## config.mk

```make
export PLATFORM = sky130hd
export DESIGN_NAME = ps2_key_sequencer
export DESIGN_NICKNAME = d
export VERILOG_FILES = /design/src/rtl/ps2_pkg.sv /design/src/rtl/ps2_event_fifo.sv /design/src/rtl/ps2_key_sequencer.sv
export SDC_FILE = /design/constraint.sdc
export NUM_CORES = 1
export LEC_CHECK = 0
export CORE_UTILIZATION = 54
export DETAILED_ROUTE_END_ITERATION = 8
export HOLD_SLACK_MARGIN = 0.12
export PLACE_DENSITY_LB_ADDON = 0.2
export SLEW_MARGIN = 15
export SYNTH_ARGS = -nofsm -noshare
export SYNTH_HDL_FRONTEND = slang
export SYNTH_SLANG_ARGS = --single-unit
```

## constraint.sdc

```tcl
create_clock -name clk -period 7.4 [get_ports clk]
set_clock_uncertainty 0.15 [all_clocks]
set_input_delay 0.74 -clock clk [delete_from_list [all_inputs] [get_ports clk]]
set_output_delay 0.74 -clock clk [all_outputs]
set_load 0.005 [all_outputs]
```

## src/rtl/ps2_pkg.sv

```systemverilog
// Shared types and constants for the PS/2 scan-code sequencer: decoder states,
// prefix and ignored byte values, the queued event record and a BCD helper.
package ps2_pkg;

  typedef enum logic [1:0] {
    ST_IDLE    = 2'd0,
    ST_EXT     = 2'd1,
    ST_BRK     = 2'd2,
    ST_EXT_BRK = 2'd3
  } ps2_state_e;

  localparam logic [7:0] PREFIX_EXT = 8'hE0;
  localparam logic [7:0] PREFIX_BRK = 8'hF0;

  // Keyboard status/response bytes that never encode a key
  localparam logic [7:0] IGN_ERR0   = 8'h00;
  localparam logic [7:0] IGN_BAT_OK = 8'hAA;
  localparam logic [7:0] IGN_ECHO   = 8'hEE;
  localparam logic [7:0] IGN_ACK    = 8'hFA;
  localparam logic [7:0] IGN_RESEND = 8'hFE;
  localparam logic [7:0] IGN_ERR1   = 8'hFF;

  typedef struct packed {
    logic [7:0] code;
    logic       ext;
    logic       make;
  } ps2_event_t;

  localparam int EVENT_W = $bits(ps2_event_t);

  function automatic logic is_ignored(input logic [7:0] b);
    return (b == IGN_ERR0) || (b == IGN_BAT_OK) || (b == IGN_ECHO) ||
           (b == IGN_ACK)  || (b == IGN_RESEND) || (b == IGN_ERR1);
  endfunction

  // Two-digit BCD increment, 99 wraps to 00
  function automatic logic [7:0] bcd_inc(input logic [7:0] v);
    logic [3:0] tens;
    logic [3:0] units;
    tens  = v[7:4];
    units = v[3:0];
    if (units == 4'd9) begin
      units = 4'd0;
      tens  = (tens == 4'd9) ? 4'd0 : tens + 4'd1;
    end else begin
      units = units + 4'd1;
    end
    return {tens, units};
  endfunction

endpackage

```

## src/rtl/ps2_event_fifo.sv

```systemverilog
// First-word-fall-through event queue. Head is visible combinationally so a
// push in cycle N shows up as out_valid in cycle N+1; data reads as zero when empty.
module ps2_event_fifo #(
  parameter int DEPTH = 4,
  parameter int WIDTH = 10
) (
  input  logic             clk,
  input  logic             resetn,
  input  logic             push,
  input  logic [WIDTH-1:0] push_data,
  input  logic             pop_ready,
  output logic             out_valid,
  output logic [WIDTH-1:0] out_data,
  output logic             drop
);

  localparam int AW = (DEPTH > 1) ? $clog2(DEPTH) : 1;
  localparam logic [AW:0] FULL_CNT = (AW + 1)'(DEPTH);

  logic [WIDTH-1:0] mem_q [DEPTH];
  logic [AW-1:0]    wr_ptr_q, wr_ptr_d;
  logic [AW-1:0]    rd_ptr_q, rd_ptr_d;
  logic [AW:0]      count_q, count_d;
  logic             full;
  logic             pop;
  logic             wr_en;

  always_comb begin
    full      = (count_q == FULL_CNT);
    out_valid = (count_q != '0);
    out_data  = out_valid ? mem_q[rd_ptr_q] : '0;
    pop       = out_valid && pop_ready;
    // A pop in the same cycle frees the slot, so a full queue still accepts
    wr_en     = push && (!full || pop);
    drop      = push && full && !pop;

    wr_ptr_d = wr_ptr_q;
    rd_ptr_d = rd_ptr_q;
    count_d  = count_q;
    if (wr_en) wr_ptr_d = wr_ptr_q + 1'b1;
    if (pop)   rd_ptr_d = rd_ptr_q + 1'b1;
    unique case ({wr_en, pop})
      2'b10:   count_d = count_q + 1'b1;
      2'b01:   count_d = count_q - 1'b1;
      default: count_d = count_q;
    endcase
  end

  always_ff @(posedge clk) begin
    if (!resetn) begin
      wr_ptr_q <= '0;
      rd_ptr_q <= '0;
      count_q  <= '0;
    end else begin
      wr_ptr_q <= wr_ptr_d;
      rd_ptr_q <= rd_ptr_d;
      count_q  <= count_d;
    end
  end

  always_ff @(posedge clk) begin
    if (resetn && wr_en) mem_q[wr_ptr_q] <= push_data;
  end

endmodule

```

## src/rtl/ps2_key_sequencer.sv

```systemverilog
// Decodes PS/2 set-2 scan bytes into make/break key events, filters typematic
// repeats of the held key, counts presses in BCD and queues events for a consumer.
module ps2_key_sequencer
  import ps2_pkg::*;
#(
  parameter int FIFO_DEPTH = 4
) (
  input  logic       clk,
  input  logic       resetn,
  input  logic       byte_valid,
  input  logic [7:0] byte_data,
  output logic       ev_valid,
  input  logic       ev_ready,
  output logic [7:0] ev_code,
  output logic       ev_ext,
  output logic       ev_make,
  output logic       held,
  output logic [7:0] press_cnt,
  output logic       overflow
);

  ps2_state_e       state_q, state_d;
  logic             held_valid_q, held_valid_d;
  logic [8:0]       held_key_q, held_key_d;
  logic [7:0]       press_cnt_q, press_cnt_d;
  logic             overflow_q, overflow_d;

  logic             dec_fire;
  logic             dec_make;
  logic             dec_ext;
  logic [8:0]       dec_key;
  logic             same_key;
  logic             push;
  ps2_event_t       push_ev;
  ps2_event_t       head_ev;
  logic [EVENT_W-1:0] head_bits;
  logic             fifo_drop;

  always_comb begin
    state_d  = state_q;
    dec_fire = 1'b0;
    dec_make = 1'b0;
    dec_ext  = 1'b0;
    if (byte_valid) begin
      unique case (state_q)
        ST_IDLE: begin
          if (byte_data == PREFIX_EXT)      state_d = ST_EXT;
          else if (byte_data == PREFIX_BRK) state_d = ST_BRK;
          else if (!is_ignored(byte_data)) begin
            dec_fire = 1'b1;
            dec_make = 1'b1;
          end
        end
        ST_EXT: begin
          if (byte_data == PREFIX_BRK)      state_d = ST_EXT_BRK;
          else if (byte_data != PREFIX_EXT) begin
            dec_fire = 1'b1;
            dec_make = 1'b1;
            dec_ext  = 1'b1;
            state_d  = ST_IDLE;
          end
        end
        ST_BRK, ST_EXT_BRK: begin
          if (byte_data != PREFIX_EXT && byte_data != PREFIX_BRK) begin
            dec_fire = 1'b1;
            dec_ext  = (state_q == ST_EXT_BRK);
            state_d  = ST_IDLE;
          end
        end
        default: state_d = ST_IDLE;
      endcase
    end
  end

  always_comb begin
    dec_key      = {dec_ext, byte_data};
    same_key     = held_valid_q && (held_key_q == dec_key);
    push         = 1'b0;
    held_valid_d = held_valid_q;
    held_key_d   = held_key_q;
    press_cnt_d  = press_cnt_q;
    if (dec_fire) begin
      if (dec_make) begin
        // A make of the key already held is typematic repeat
        if (!same_key) begin
          push         = 1'b1;
          held_key_d   = dec_key;
          held_valid_d = 1'b1;
          press_cnt_d  = bcd_inc(press_cnt_q);
        end
      end else begin
        push = 1'b1;
        if (same_key) held_valid_d = 1'b0;
      end
    end
    push_ev.code = byte_data;
    push_ev.ext  = dec_ext;
    push_ev.make = dec_make;
    overflow_d   = overflow_q | fifo_drop;
  end

  always_ff @(posedge clk) begin
    if (!resetn) begin
      state_q      <= ST_IDLE;
      held_valid_q <= 1'b0;
      held_key_q   <= '0;
      press_cnt_q  <= 8'h00;
      overflow_q   <= 1'b0;
    end else begin
      state_q      <= state_d;
      held_valid_q <= held_valid_d;
      held_key_q   <= held_key_d;
      press_cnt_q  <= press_cnt_d;
      overflow_q   <= overflow_d;
    end
  end

  ps2_event_fifo #(
    .DEPTH (FIFO_DEPTH),
    .WIDTH (EVENT_W)
  ) u_fifo (
    .clk       (clk),
    .resetn    (resetn),
    .push      (push),
    .push_data (push_ev),
    .pop_ready (ev_ready),
    .out_valid (ev_valid),
    .out_data  (head_bits),
    .drop      (fifo_drop)
  );

  assign head_ev   = head_bits;
  assign ev_code   = head_ev.code;
  assign ev_ext    = head_ev.ext;
  assign ev_make   = head_ev.make;
  assign held      = held_valid_q;
  assign press_cnt = press_cnt_q;
  assign overflow  = overflow_q;

endmodule

```

# After elaboration in Yosys (flattened, before gate mapping)
# Memories as Yosys holds them, arrays and structs flattened. A register that Yosys moved wholly into a read port is not among the register bits.
# Index checks and enable logic that the tools add are counted.
# totals
word_cells	98
mem_bits_rw	40
inputBits	12
n_memories	1
output_inout_bits	21
regBits	28
# op_classes
eq_ne	22
addsub	6
muxes	33
reduce_logical	25
bitwise_logic	2
# memory_table
memory	depth	width	read_ports	rd_ports_with_merged_regs	wr	line	rtl
u_fifo.mem_q	4	10	1	1	1	ps2_event_fifo.sv:20	logic [WIDTH-1:0] mem_q [DEPTH];
# ops
cell	n
equality test 8 bit (second input constant)	7
two-way mux 1 bit	18
inequality test 8 bit (second input constant)	2
two-way mux 2 bit	7
two-way mux 10 bit	1
equality test 9 bit	1
adder 4 x 1 -> 4 bit (second input constant)	2
equality test 4 bit (second input constant)	2
logical NOT 8 bit	1
two-way mux 4 bit	2
AND reduction 4 bit	2
logical AND 1 bit	7
equality test 2 bit (second input constant)	3
logical OR 1 bit	6
inequality test 3 bit (second input constant)	2
one-hot mux 2 bit (3 select lines)	1
one-hot mux 3 bit (2 select lines)	1
AND reduction 3 bit	2
adder 2 x 1 -> 2 bit (second input constant)	2
equality test 2 x 1 -> 1 bit (second input constant)	2
inequality test 2 bit (second input constant)	2
one-hot mux 1 bit (2 select lines)	2
nonzero test 2 bit	2
adder 3 x 1 -> 3 bit (second input constant)	1
other kinds (9)	10

# Depth between registers and ports, before layout
# depth
depth_word	17
mapped_depth	14
depth_no_buf	14

# Hierarchy
# A second synthesis with hierarchy kept.
# hier_totals
cells_unflattened	267
area_unflattened_um2	3349.5
# modules_own_cells
mod	n_inst	cells_each	seq_area_each_um2	area_per_inst_um2
ps2_event_fifo	1	137	1381.3	2097.0
ps2_key_sequencer	1	130	420.4	1252.5

# Worst setup path after synthesis
# Ideal clock, no wire load.
# synth_timing
kind	input port to flip-flop
from	in byte_data[0]
to	reg u_fifo.count_q[1]
stages	14
setup_slack_ns	3.617
arrival_ns	3.500
setup_ns	0.133
path_buffers	0
t_required_ns	7.117
path_cell_list	or4_4 o21a_1 and2_1 xnor2_1 and3_1 ha_1 nor3_4 nor2_1 fa_1 nand2_1 nor2_1 o31a_1 o21ai_0 o211ai_1
# synth_via
elab_cells_between_ends	39
cone_classes	eq/ne (12); mux (17); reduce/logical (10)
# synth_lines
element	line	rtl
start: declaration	ps2_key_sequencer.sv:11	input logic [7:0] byte_data,
inequality test 8 bit (on tied branches)	ps2_key_sequencer.sv:56, ps2_key_sequencer.sv:64	
two-way mux 1 bit / logical AND 1 bit (equally long branches)	ps2_key_sequencer.sv:56, ps2_key_sequencer.sv:64	
two-way mux 1 bit (on tied branches)	ps2_key_sequencer.sv:55, ps2_key_sequencer.sv:64	
one-hot mux 1 bit (2 select lines) (*)	ps2_key_sequencer.sv:45	unique case (state_q)
two-way mux 1 bit (*)	ps2_key_sequencer.sv:44	if (byte_valid) begin
net dec_ext	ps2_key_sequencer.sv:30	logic dec_ext;
equality test 9 bit (*)	ps2_key_sequencer.sv:77	same_key = held_valid_q && (held_key_q == dec_key);
logical AND 1 bit (*)	ps2_key_sequencer.sv:77	
two-way mux 1 bit (*)	ps2_key_sequencer.sv:85	if (!same_key) begin
two-way mux 1 bit (*)	ps2_key_sequencer.sv:83	if (dec_make) begin
two-way mux 1 bit (*)	ps2_key_sequencer.sv:82	if (dec_fire) begin
logical AND 1 bit (*)	ps2_event_fifo.sv:34	wr_en = push && (!full || pop);
equality test 2 x 1 -> 1 bit / equality test 2 bit (equally long branches)	ps2_event_fifo.sv:42	unique case ({wr_en, pop})
one-hot mux 3 bit (2 select lines) (*)	ps2_event_fifo.sv:42	
net u_fifo.count_d[1]	ps2_event_fifo.sv:23	logic [AW:0] count_q, count_d;
end signal: assignment	ps2_event_fifo.sv:57	count_q <= count_d;
end: declaration	ps2_event_fifo.sv:23	
# The timed path passes the listed nets; every way through them passes the cells marked *.
# A chain may end at the register's enable or synchronous reset.

# Worst setup path after layout
# layout_timing
from	in byte_data[7]
to	reg u_fifo.count_q[1]
# layout_via
elab_chain_cells	16
elab_cells_between_ends	39
cone_classes	eq/ne (12); mux (17); reduce/logical (10)
# layout_rtl
element	line	rtl
equality test 8 bit / logical NOT 8 bit (equally long branches)	ps2_pkg.sv:32	return (b == IGN_ERR0) || (b == IGN_BAT_OK) || (b == IGN_ECHO) ||
logical OR 1 bit (3 in series)	ps2_pkg.sv:32	
logical OR 1 bit (2 in series)	ps2_pkg.sv:33	(b == IGN_ACK) || (b == IGN_RESEND) || (b == IGN_ERR1);
two-way mux 1 bit	ps2_key_sequencer.sv:49	else if (!is_ignored(byte_data)) begin
two-way mux 1 bit	ps2_key_sequencer.sv:48	else if (byte_data == PREFIX_BRK) state_d = ST_BRK;
two-way mux 1 bit	ps2_key_sequencer.sv:47	if (byte_data == PREFIX_EXT) state_d = ST_EXT;
one-hot mux 1 bit (2 select lines) (*)	ps2_key_sequencer.sv:45	
two-way mux 1 bit (*)	ps2_key_sequencer.sv:44	
net dec_make	ps2_key_sequencer.sv:29	logic dec_make;
two-way mux 1 bit (*)	ps2_key_sequencer.sv:83	
two-way mux 1 bit (*)	ps2_key_sequencer.sv:82	
logical AND 1 bit (*)	ps2_event_fifo.sv:34	
equality test 2 x 1 -> 1 bit / equality test 2 bit (equally long branches)	ps2_event_fifo.sv:42	
one-hot mux 3 bit (2 select lines) (*)	ps2_event_fifo.sv:42	
net u_fifo.count_d[1]	ps2_event_fifo.sv:23	
# Marked as above.

==> impl_metrics.yaml <==
run_status:
  outcome: "finished clean"
critical_path:
  path_cells: "clkdlybuf4s50_1 > nand4_1 > or4_1 > a31oi_1 > nor2_1 > ha_1 > nor3_4 > nor2_1 > fa_1 > nand2_1 > nor2_1 > o31a_1 > o21ai_0 > o211ai_1"
  r2r_slack_ns: 4.13
  path_buf_inv: 1
  crit_family: "simple AND/OR/NAND/NOR gates"
  critPathArrivalTime_ns: 4.50
  critPathCaptureType: "register"
  crit_top_cell: "nor2_1"
  slowest_delay_ns: 0.70
  rr_endpoint: "u_fifo.count_q[1]"
  crit_path_max_fanout: 10
  r2r_start: "held_key_q[2]"
  required_ns: 7.46
  crit_slowest_cell: "clkdlybuf4s50_1"
  reg2reg_depth: 13
  critical_path_class: "input port to register"
  critPathLaunchType: "input port"
floorplan:
  ios: 33
  rows: 28
  die-height_um: 79.96
  die_x_um: 79.96
  start_util: 0.5576
  dieArea_um2: 6394
  core_um2: 5886
timing:
  setup_ws_ns: 2.961
  finalSetupViolCount: 0
  tightest_slew_ns: 0.9179
  hold_viol: 0
  min_period_over_period: 0.5998
  final.setup.tns_ns: 0
  fmax_ghz: 0.2253
  slew_headroom: 0.3852
  maxSlewViolCount: 0
  post-route-min-period_ns: 4.439
  rsz0062_at_grt: "no"
synth:
  syn-num-nets: 298
  synth.most_common_cell: "edfxtp_1"
  synth_common_cells: "40 x edfxtp_1, 30 x dfxtp_1, 21 x nor2_1"
  synth_area_leaders: "edfxtp_1 37%, dfxtp_1 18%, mux4_2 6.9%"
  ys_seq_area_frac: 0.5490
  synth_edf_count: 40
  async_flop_share: 0
  yosys.area.top_type: "edfxtp_1"
  synth_top_area_frac: 0.3660
  yosys_register_bits: 70
  synth_cell_type_count: 49
  syn_area_um2: 3282
  avgSynthCellArea_um2: 11.72
  ys_warn_count: 0
  syn_inst: 280
  synthFlopType: "edfxtp_1"
power:
  seqPwrFrac: 0.460
  power.density_nw_per_um2: 268.9
  ir_drop_mv: 0.1209
  p_sw_mw: 0.2778
  power.internal_mw: 0.7601
  power_mw: 1.038
  p_sw_frac: 0.2677
  combinationalPowerShare: 0.225
  clkPwrFrac: 0.315
  p_leak_nw: 1.330
detailed_routing:
  route.detailed.drc: 0
  wl_per_cell_um: 17.29
  antenna_left: 0
  vias: 2333
  drt_first_iter_violations: 91
  first_pass_iters: 4
  wirelength_mm: 6.727
  vias_per_cell: 5.997
min_path:
  whs_path_depth: 2
  min_to: "overflow"
  hold_class: "register to register"
  min-delay-start: "overflow"
final_layout:
  drive_above_1_share: 0.09873
  fin_nets: 327
  multiInputGateArea_um2: 1399
  area_growth_pct: 17.61
  final_core_utilization: 0.6558
  num_antenna_cells: 0
  seq_area_um2: 1802
  fill_cells: 472
  stdcell_area_um2: 3860
clock_network:
  ctsResizeCount: 0
  cts_buffers: 9
  htree_levels: 3
  cts_root_buffer: "clkbuf_8"
  hold_buffers: 0
  post_cts_buffers: 0
  cts_buffer_depth: 2
  clock-sinks: 70
  path_clk_slew_ns: 0.08
  clock_latency_ns: 0.34
  cts_tree: "yes"
global_route:
  grt_pass1_vias: 2114
  overflow: 0
  grt_pass1_wl_mm: 10.72
  antenna_found_initial: 0
  grt_max_degree: 28
  grt_usage: 0.2318
placement:
  dpl_cell_area_um2: 3641
  place.detailed.hpwl_mm: 4.301
  port_buffers: 32
  place_ws_ns: 2.631
  routabilityCongestion: 0.8396
flow_run:
  maxCapViolations: 0
## power by group through the flow
stage          Combinational, mW  Clock [mW]  Sequential [mW]
2_1_floorplan              0.151           0            0.464
3_3_place_gp               0.229           0            0.485
3_5_place_dp               0.233           0            0.487
4_1_cts                    0.235       0.332            0.479
5_1_grt                    0.257       0.350            0.483
6_report                   0.233       0.327            0.477
## tightest hold or removal path, stage by stage, from the launching register on
cell     delay (ns)
dfxtp_1        0.34
a21oi_1        0.05
nor2_1         0.07
## layout make-up
class / count / area share
timing repair buffer: 32 / 0.08298
sequential: 70 / 0.4668
multi-input combinational: 189 / 0.3624
inverter: 7 / 0.006807
tap: 75 / 0.02431
clock buffer: 12 / 0.04311
clock inverter: 4 / 0.01361
## flip-flops by register name, indices dropped and copies added, names as in the netlist, named ones only
name / flops
u_fifo.mem_q: 40
held_key_q: 9
press_cnt: 8
u_fifo.count_q: 3
state_q: 2
u_fifo.rd_ptr_q: 2
u_fifo.wr_ptr_q: 2
held: 1
overflow: 1
## logic make-up (layout without fill, tap and decap cells)
family	after synthesis	after routing	synth area share
AOI/OAI and AO/OA	53	53	0.1045
adders and majority gates	6	6	0.02516
and+or+nand+nor	105	105	0.1872
muxes	12	12	0.07473
xor gates and xnor gates	13	13	0.03469
DFF	70	70	0.5490
buffers and inverters	21	55	0.02478
## worst max path at each step
stage	cells past startpoint	start	endpoint
3_5_place_dp	14	byte_data[7]	u_fifo.count_q[1]
3_3_place_gp	14	byte_data[7]	u_fifo.count_q[1]
5_1_grt	13	byte_data[5]	u_fifo.count_q[1]
4_1_cts	14	byte_data[7]	u_fifo.count_q[1]
2_1_floorplan	14	byte_data[0]	u_fifo.count_q[1]
6_report	14	byte_data[7]	u_fifo.count_q[1]
## through the flow
step	hold slack, ns	std cells
3_5_place_dp	0.3150	373
3_3_place_gp	0.3165	373
4_1_cts	0.3386	389
5_1_grt	0.3644	389
6_report	0.3376	389
2_1_floorplan	0.3104	280
## cells in the final DEF, fill, tap and decap left out, types with 4 or more instances in the layout
master	instances
a21oi_1	19
and2_1	14
and3_1	5
clkbuf_8	10
clkdlybuf4s50_1	32
dfxtp_1	30
edfxtp_1	40
ha_1	5
inv_1	6
mux4_2	10
nand2_1	9
nand3_1	16
nand4_1	8
nand4b_1	5
nor2_1	21
nor2b_1	4
o21ai_0	12
o31ai_1	6
or4_1	6
xor2_1	10
## routing by layer
layer | track usage | vias to the layer above | routed length [um]
li1 | - | 1119 | -
met1 | 0.3087 | 1143 | 3058
met2 | 0.3650 | 58 | 3296
met3 | 0.04457 | 13 | 234
met4 | 0.1089 | 0 | 137
met5 | 0 | - | 0
No activity file was read; power rests on OpenSTA's default activity.
==> RTL edit 1, RTL diff (same settings) <==
Set the parameter `FIFO_DEPTH` to 16 (it was 4).
--- a/src/rtl/ps2_key_sequencer.sv
+++ b/src/rtl/ps2_key_sequencer.sv
@@ -3,7 +3,7 @@
 module ps2_key_sequencer
   import ps2_pkg::*;
 #(
-  parameter int FIFO_DEPTH = 4
+  parameter int FIFO_DEPTH = 16
 ) (
   input  logic       clk,
   input  logic       resetn,
Function: changed (a bounded check fails within 10 cycles, from zero or initial values and one cycle with resetn low).
==> RTL edit 1 against the original RTL <==
Sequential cell count rose by 128; core utilization shrank 0.72 points; routed wire length rose to 2.5 times the old value; combinational power is 120% higher; design area grew 150%; critical path type unchanged; synthesized area increased to 2.5 times the old value; count of clock-buffer cells in the layout rose by 5; total power rose to 2.6 times the old value; register-to-register slack got worse by 1.2 ns; largest cell class unchanged; clock power increased to 2.9 times the old value; critical endpoint is now u_fifo.mem_q[3][0]$_DFFE_PP_; first-iteration DRC count rose to 5.3 times the old value; highest routed layer unchanged; setup slack worse by 1.1 ns.
==> RTL edit 1: results (changes against the original RTL) <==
- Post-synthesis xor/xnor area fraction: 1.48% (was 3.47%)
- Static Leakage: 3.08 nW (was 1.33 nW)
- R2R Path End: u_fifo.mem_q[3][0]$_DFFE_PP_ (was u_fifo.count_q[1]$_SDFFE_PN0P_)
- Wire length per cell: 22.4 µm (was 17.3 µm)
- Layout cell share with drive strength beyond 1: 21.4% (was 9.87%)
- Global-route wire length before repair: 26700 µm (was 10700 µm)
- Placed cell count: 726 (was 373)
- GP Congestion: 0.812 (was 0.840)
- Compound-Gate Fraction of Synth Area: 4.44% (was 10.4%)
- Final wirelength: 17000 µm (was 6730 µm)
- Hold EP: u_fifo.count_q[3]$_SDFFE_PN0P_ (was overflow$_SDFF_PN0_)
- Arrival time worst endpoint: 5.39 ns (was 4.50 ns)
- Crit-path max FO: 27 (was 10)
- Vias in the first global route: 4722 (was 2114)
- R2r setup slk: 2.91 ns (was 4.13 ns)
- CTS Buf Count: 17 (was 9)
- Post-Route M1 WL: 7600 µm (was 3060 µm)
- Slowest cell on the critical path: nor4_2 (was clkdlybuf4s50_1)
- Dpl hpwl: 10500 µm (was 4300 µm)
- Synth Register Bits: 198 (was 70)
- Hold WS: 0.330 ns (was 0.338 ns)
- Post-synthesis adder-cell area fraction: 1.60% (was 2.52%)
- Vias per inst: 6.24 (was 6.00)
- First drt pass iteration count: 5 (was 4)
- Max reg flops: 160 (was 40)
- Largest cells by area after synthesis: edfxtp_1 58%, mux4_2 14%, dfxtp_1 9.2%, xnor2_1 1.4%, ha_1 1.4% (was edfxtp_1 37%, dfxtp_1 18%, mux4_2 6.9%, a21oi_1 2.9%, and2_1 2.7%)
- Mapped Cells: 511 (was 280)
- Worst slack, placed: 1.49 ns (was 2.63 ns)
- Area Overhead vs Synth: 15.2% (was 17.6%)
- Initial DRC Count: 479 (was 91)
- Worst rel slew slack: 23.0% (was 38.5%)
- Worst skew pair latency: 0.44 ns (was 0.34 ns)
- R2R Path Start: state_q[0]$_SDFFE_PN0P_ (was held_key_q[2]$_SDFFE_PN0P_)
- Post-synth EDFFs: 160 (was 40)
- CTS Root Cell: clkbuf_16 (was clkbuf_8)
- Sequential area share after synthesis: 67.0% (was 54.9%)
- R2R depth: 10 (was 13)
- DR WL met2: 8220 µm (was 3300 µm)
- Yosys cell types: 54 (was 49)
- Hold_sp: u_fifo.count_q[3]$_SDFFE_PN0P_ (was overflow$_SDFF_PN0_)
- Placed Area: 0.00895 mm² (was 0.00364 mm²)
- Int Power: 0.00206 W (was 0.000760 W)
- Wire length on met3: 865 µm (was 234 µm)
- Synth cell count leaders: 160 x edfxtp_1, 50 x mux4_2, 38 x dfxtp_1 (was 40 x edfxtp_1, 30 x dfxtp_1, 21 x nor2_1)
- Syn nets: 533 (was 298)
- Largest net degree at the start of global routing: 41 (was 28)
- Status: completed (unchanged)
- Post-synthesis mux area share: 14.6% (was 7.47%)
## RTL edit 1: cell families (layout without fill, tap and decap cells)
family | Yosys count | count (layout)
compound gates | 59 | 59
buf+inv | 38 | 101
fa+ha+maj | 10 | 10
flops | 198 | 198
xor+xnor | 14 | 14
mux | 59 | 59
simple gates | 133 | 133
## RTL edit 1: worst max path at each step
stage                 startpoint                             end  slack [ns]
detailed placement  byte_data[5]    u_fifo.mem_q[3][2]$_DFFE_PP_        1.49
finish              byte_data[5]    u_fifo.mem_q[3][0]$_DFFE_PP_        1.91
global route        byte_data[5]  u_fifo.count_q[4]$_SDFFE_PN0P_        1.57
CTS                 byte_data[5]    u_fifo.mem_q[3][6]$_DFFE_PP_        1.94
global placement    byte_data[5]  u_fifo.count_q[4]$_SDFFE_PN0P_        1.66
floorplan           byte_data[1]    u_fifo.mem_q[3][0]$_DFFE_PP_        2.59
## RTL edit 1: routing by layer
metal  up-vias  GRT usage, %
li1       2123             -
met1      2439          31.7
met2       150          37.0
met3        16          4.46
met4         0          8.58
met5         -             0
## RTL edit 1: power by group through the flow
stage / Clock [W] / Combinational, W / Sequential (W)
after floorplan: 0 / 0.000351 / 0.00127
after global placement: 0 / 0.000512 / 0.00130
after detailed placement: 0 / 0.000522 / 0.00130
after CTS: 0.000973 / 0.000523 / 0.00127
after global routing: 0.00101 / 0.000565 / 0.00128
final: 0.000959 / 0.000515 / 0.00127
## RTL edit 1: cell type report
cell class / count / area share, %
clock buffer: 17 / 4.45
clock inverter: 15 / 1.99
inverter: 10 / 0.392
multi-input combinational: 275 / 27.1
sequential: 198 / 58.2
tap: 184 / 2.41
timing repair buffer: 59 / 5.46
## RTL edit 1: worst min-delay path: stages, from the launching register on
cell and delay (ns):
dfxtp_1 0.33, nand2_1 0.06, mux2i_1 0.05
==> RTL edit 2, RTL diff (config.mk and constraints unchanged) <==
Without the edit above. Reset style: asynchronous (`resetn`), changed in 2 clocked blocks.
--- a/src/rtl/ps2_event_fifo.sv
+++ b/src/rtl/ps2_event_fifo.sv
@@ -46,7 +46,7 @@
     endcase
   end
 
-  always_ff @(posedge clk) begin
+  always_ff @(posedge clk or negedge resetn) begin
     if (!resetn) begin
       wr_ptr_q <= '0;
       rd_ptr_q <= '0;
--- a/src/rtl/ps2_key_sequencer.sv
+++ b/src/rtl/ps2_key_sequencer.sv
@@ -99,7 +99,7 @@
     overflow_d   = overflow_q | fifo_drop;
   end
 
-  always_ff @(posedge clk) begin
+  always_ff @(posedge clk or negedge resetn) begin
     if (!resetn) begin
       state_q      <= ST_IDLE;
       held_valid_q <= 1'b0;
Check against the original RTL: differs if resetn is asserted again (counterexample within 4 cycles, from zero or initial values and one cycle with resetn low); with resetn held inactive, the same outputs for 4 cycles.
==> RTL edit 2 against the original RTL <==
First-iteration DRC count increased by 2.2%; sequential share of layout area increased by 3.4 points; design area decreased by 1.6%; critical endpoint is now u_fifo.mem_q[1][1]$_DFFE_PP_; hold slack got worse by 0.012 ns; routed wire length decreased by 19%; critical path type unchanged; count of clock-buffer cells in the layout decreased by 1; sequential cell count decreased by 2; total power increased by 25%; setup slack got worse by 0.079 ns; fmax decreased by 1.7%; synthesized area decreased by 1.5%.
==> RTL edit 2: results (changes against the original RTL) <==
- Peak supply drop: 0.000208 V (was 0.000121 V)
- Largest cells by area after synthesis: edfxtp_1 37%, dfrtp_1 22%, mux4_2 7.0%, xnor2_1 4.6%, and2_1 2.3% (was edfxtp_1 37%, dfxtp_1 18%, mux4_2 6.9%, a21oi_1 2.9%, and2_1 2.7%)
- Critical path launch point: byte_data[0] (was byte_data[7])
- Worst slack, placed: 2.50 ns (was 2.63 ns)
- R2R Path End: u_fifo.count_q[1]$_DFFE_PN0P_ (was u_fifo.count_q[1]$_SDFFE_PN0P_)
- Post CTS Setup Buffer Count: 0 (unchanged)
- Post-synthesis mux area share: 10.9% (was 7.47%)
- Compound-Gate Fraction of Synth Area: 6.58% (was 10.4%)
- Post-synthesis adder-cell area fraction: 2.55% (was 2.52%)
- Syn Area/Cell: 14.4 µm² (was 11.7 µm²)
- R2r setup slk: 3.89 ns (was 4.13 ns)
- Fmax: 221 MHz (was 225 MHz)
- Slowest cell on the critical path: clkdlybuf4s50_1 (unchanged)
- Crit-path max FO: 12 (was 10)
- R2R Path Start: state_q[1]$_DFFE_PN0P_ (was held_key_q[2]$_SDFFE_PN0P_)
- Syn nets: 243 (was 298)
- Static Leakage: 1.43 nW (was 1.33 nW)
- Sequential area share after synthesis: 58.8% (was 54.9%)
- Wire length per cell: 16.1 µm (was 17.3 µm)
- Hold EP: overflow$_DFF_PN0_ (was overflow$_SDFF_PN0_)
- Hold_sp: overflow$_DFF_PN0_ (was overflow$_SDFF_PN0_)
- Port-buffer cells: 32 (unchanged)
- Status: completed (unchanged)
- Largest net degree at the start of global routing: 33 (was 28)
- Worst Setup EP: u_fifo.mem_q[1][1]$_DFFE_PP_ (was u_fifo.count_q[1]$_SDFFE_PN0P_)
- Dpl hpwl: 3660 µm (was 4300 µm)
- GRT Resource Usage Total: 20.6% (was 23.2%)
- Share of total power in combinational logic: 33.5% (was 22.5%)
- Largest Register: u_fifo.mem_q (unchanged)
- Ys async rst share: 41.2% (was 0%)
- Placed cell count: 323 (was 373)
- Vias in the first global route: 1947 (was 2114)
- Synth cell count leaders: 40 x edfxtp_1, 28 x dfrtp_1, 17 x xnor2_1 (was 40 x edfxtp_1, 30 x dfxtp_1, 21 x nor2_1)
- Placed Area: 0.00361 mm² (was 0.00364 mm²)
- Post-synthesis xor/xnor area fraction: 5.73% (was 3.47%)
- Arrival time worst endpoint: 4.34 ns (was 4.50 ns)
- Clock Power: 0.000293 W (was 0.000327 W)
- # fillers: 398 (was 472)
- Layout cell share with drive strength beyond 1: 17.6% (was 9.87%)
- Hold WS: 0.325 ns (was 0.338 ns)
- Vias per inst: 5.67 (was 6.00)
- GP Congestion: 0.867 (was 0.840)
- Worst Hold Path Cells: 1 (was 2)
- Final cell count without fillers: 339 (was 389)
- Worst rel slew slack: 53.4% (was 38.5%)
[RTL edit 2: changes by cell type after synthesis, sizes merged, moves of 12 or more]
cell	unedited run	this run
a21oi	19	6
dfxtp	30	0
dfrtp	0	28
o21ai	13	1
xnor2	3	18
[RTL edit 2: area by class of cell]
| type | instances | area (µm²) | area share [%] |
|---|---|---|---|
| Sequential cell | 68 | 1900 | 50.1 |
| Multi-Input combinational cell | 140 | 1250 | 32.8 |
| Timing Repair Buffer | 33 | 328 | 8.63 |
| Clock buffer | 11 | 141 | 3.72 |
| Tap cell | 72 | 90.1 | 2.37 |
| Clock inverter | 5 | 51.3 | 1.35 |
| Inverter | 10 | 40.0 | 1.05 |
[RTL edit 2: routing by layer]
layer  global-route usage [%]  vias up  wire, µm
met2                     32.4       62      2550
met4                     8.91        0        75
met1                     27.8      938      2560
met3                     4.69        7       275
li1                         -      916         -
met5                        0        -         0
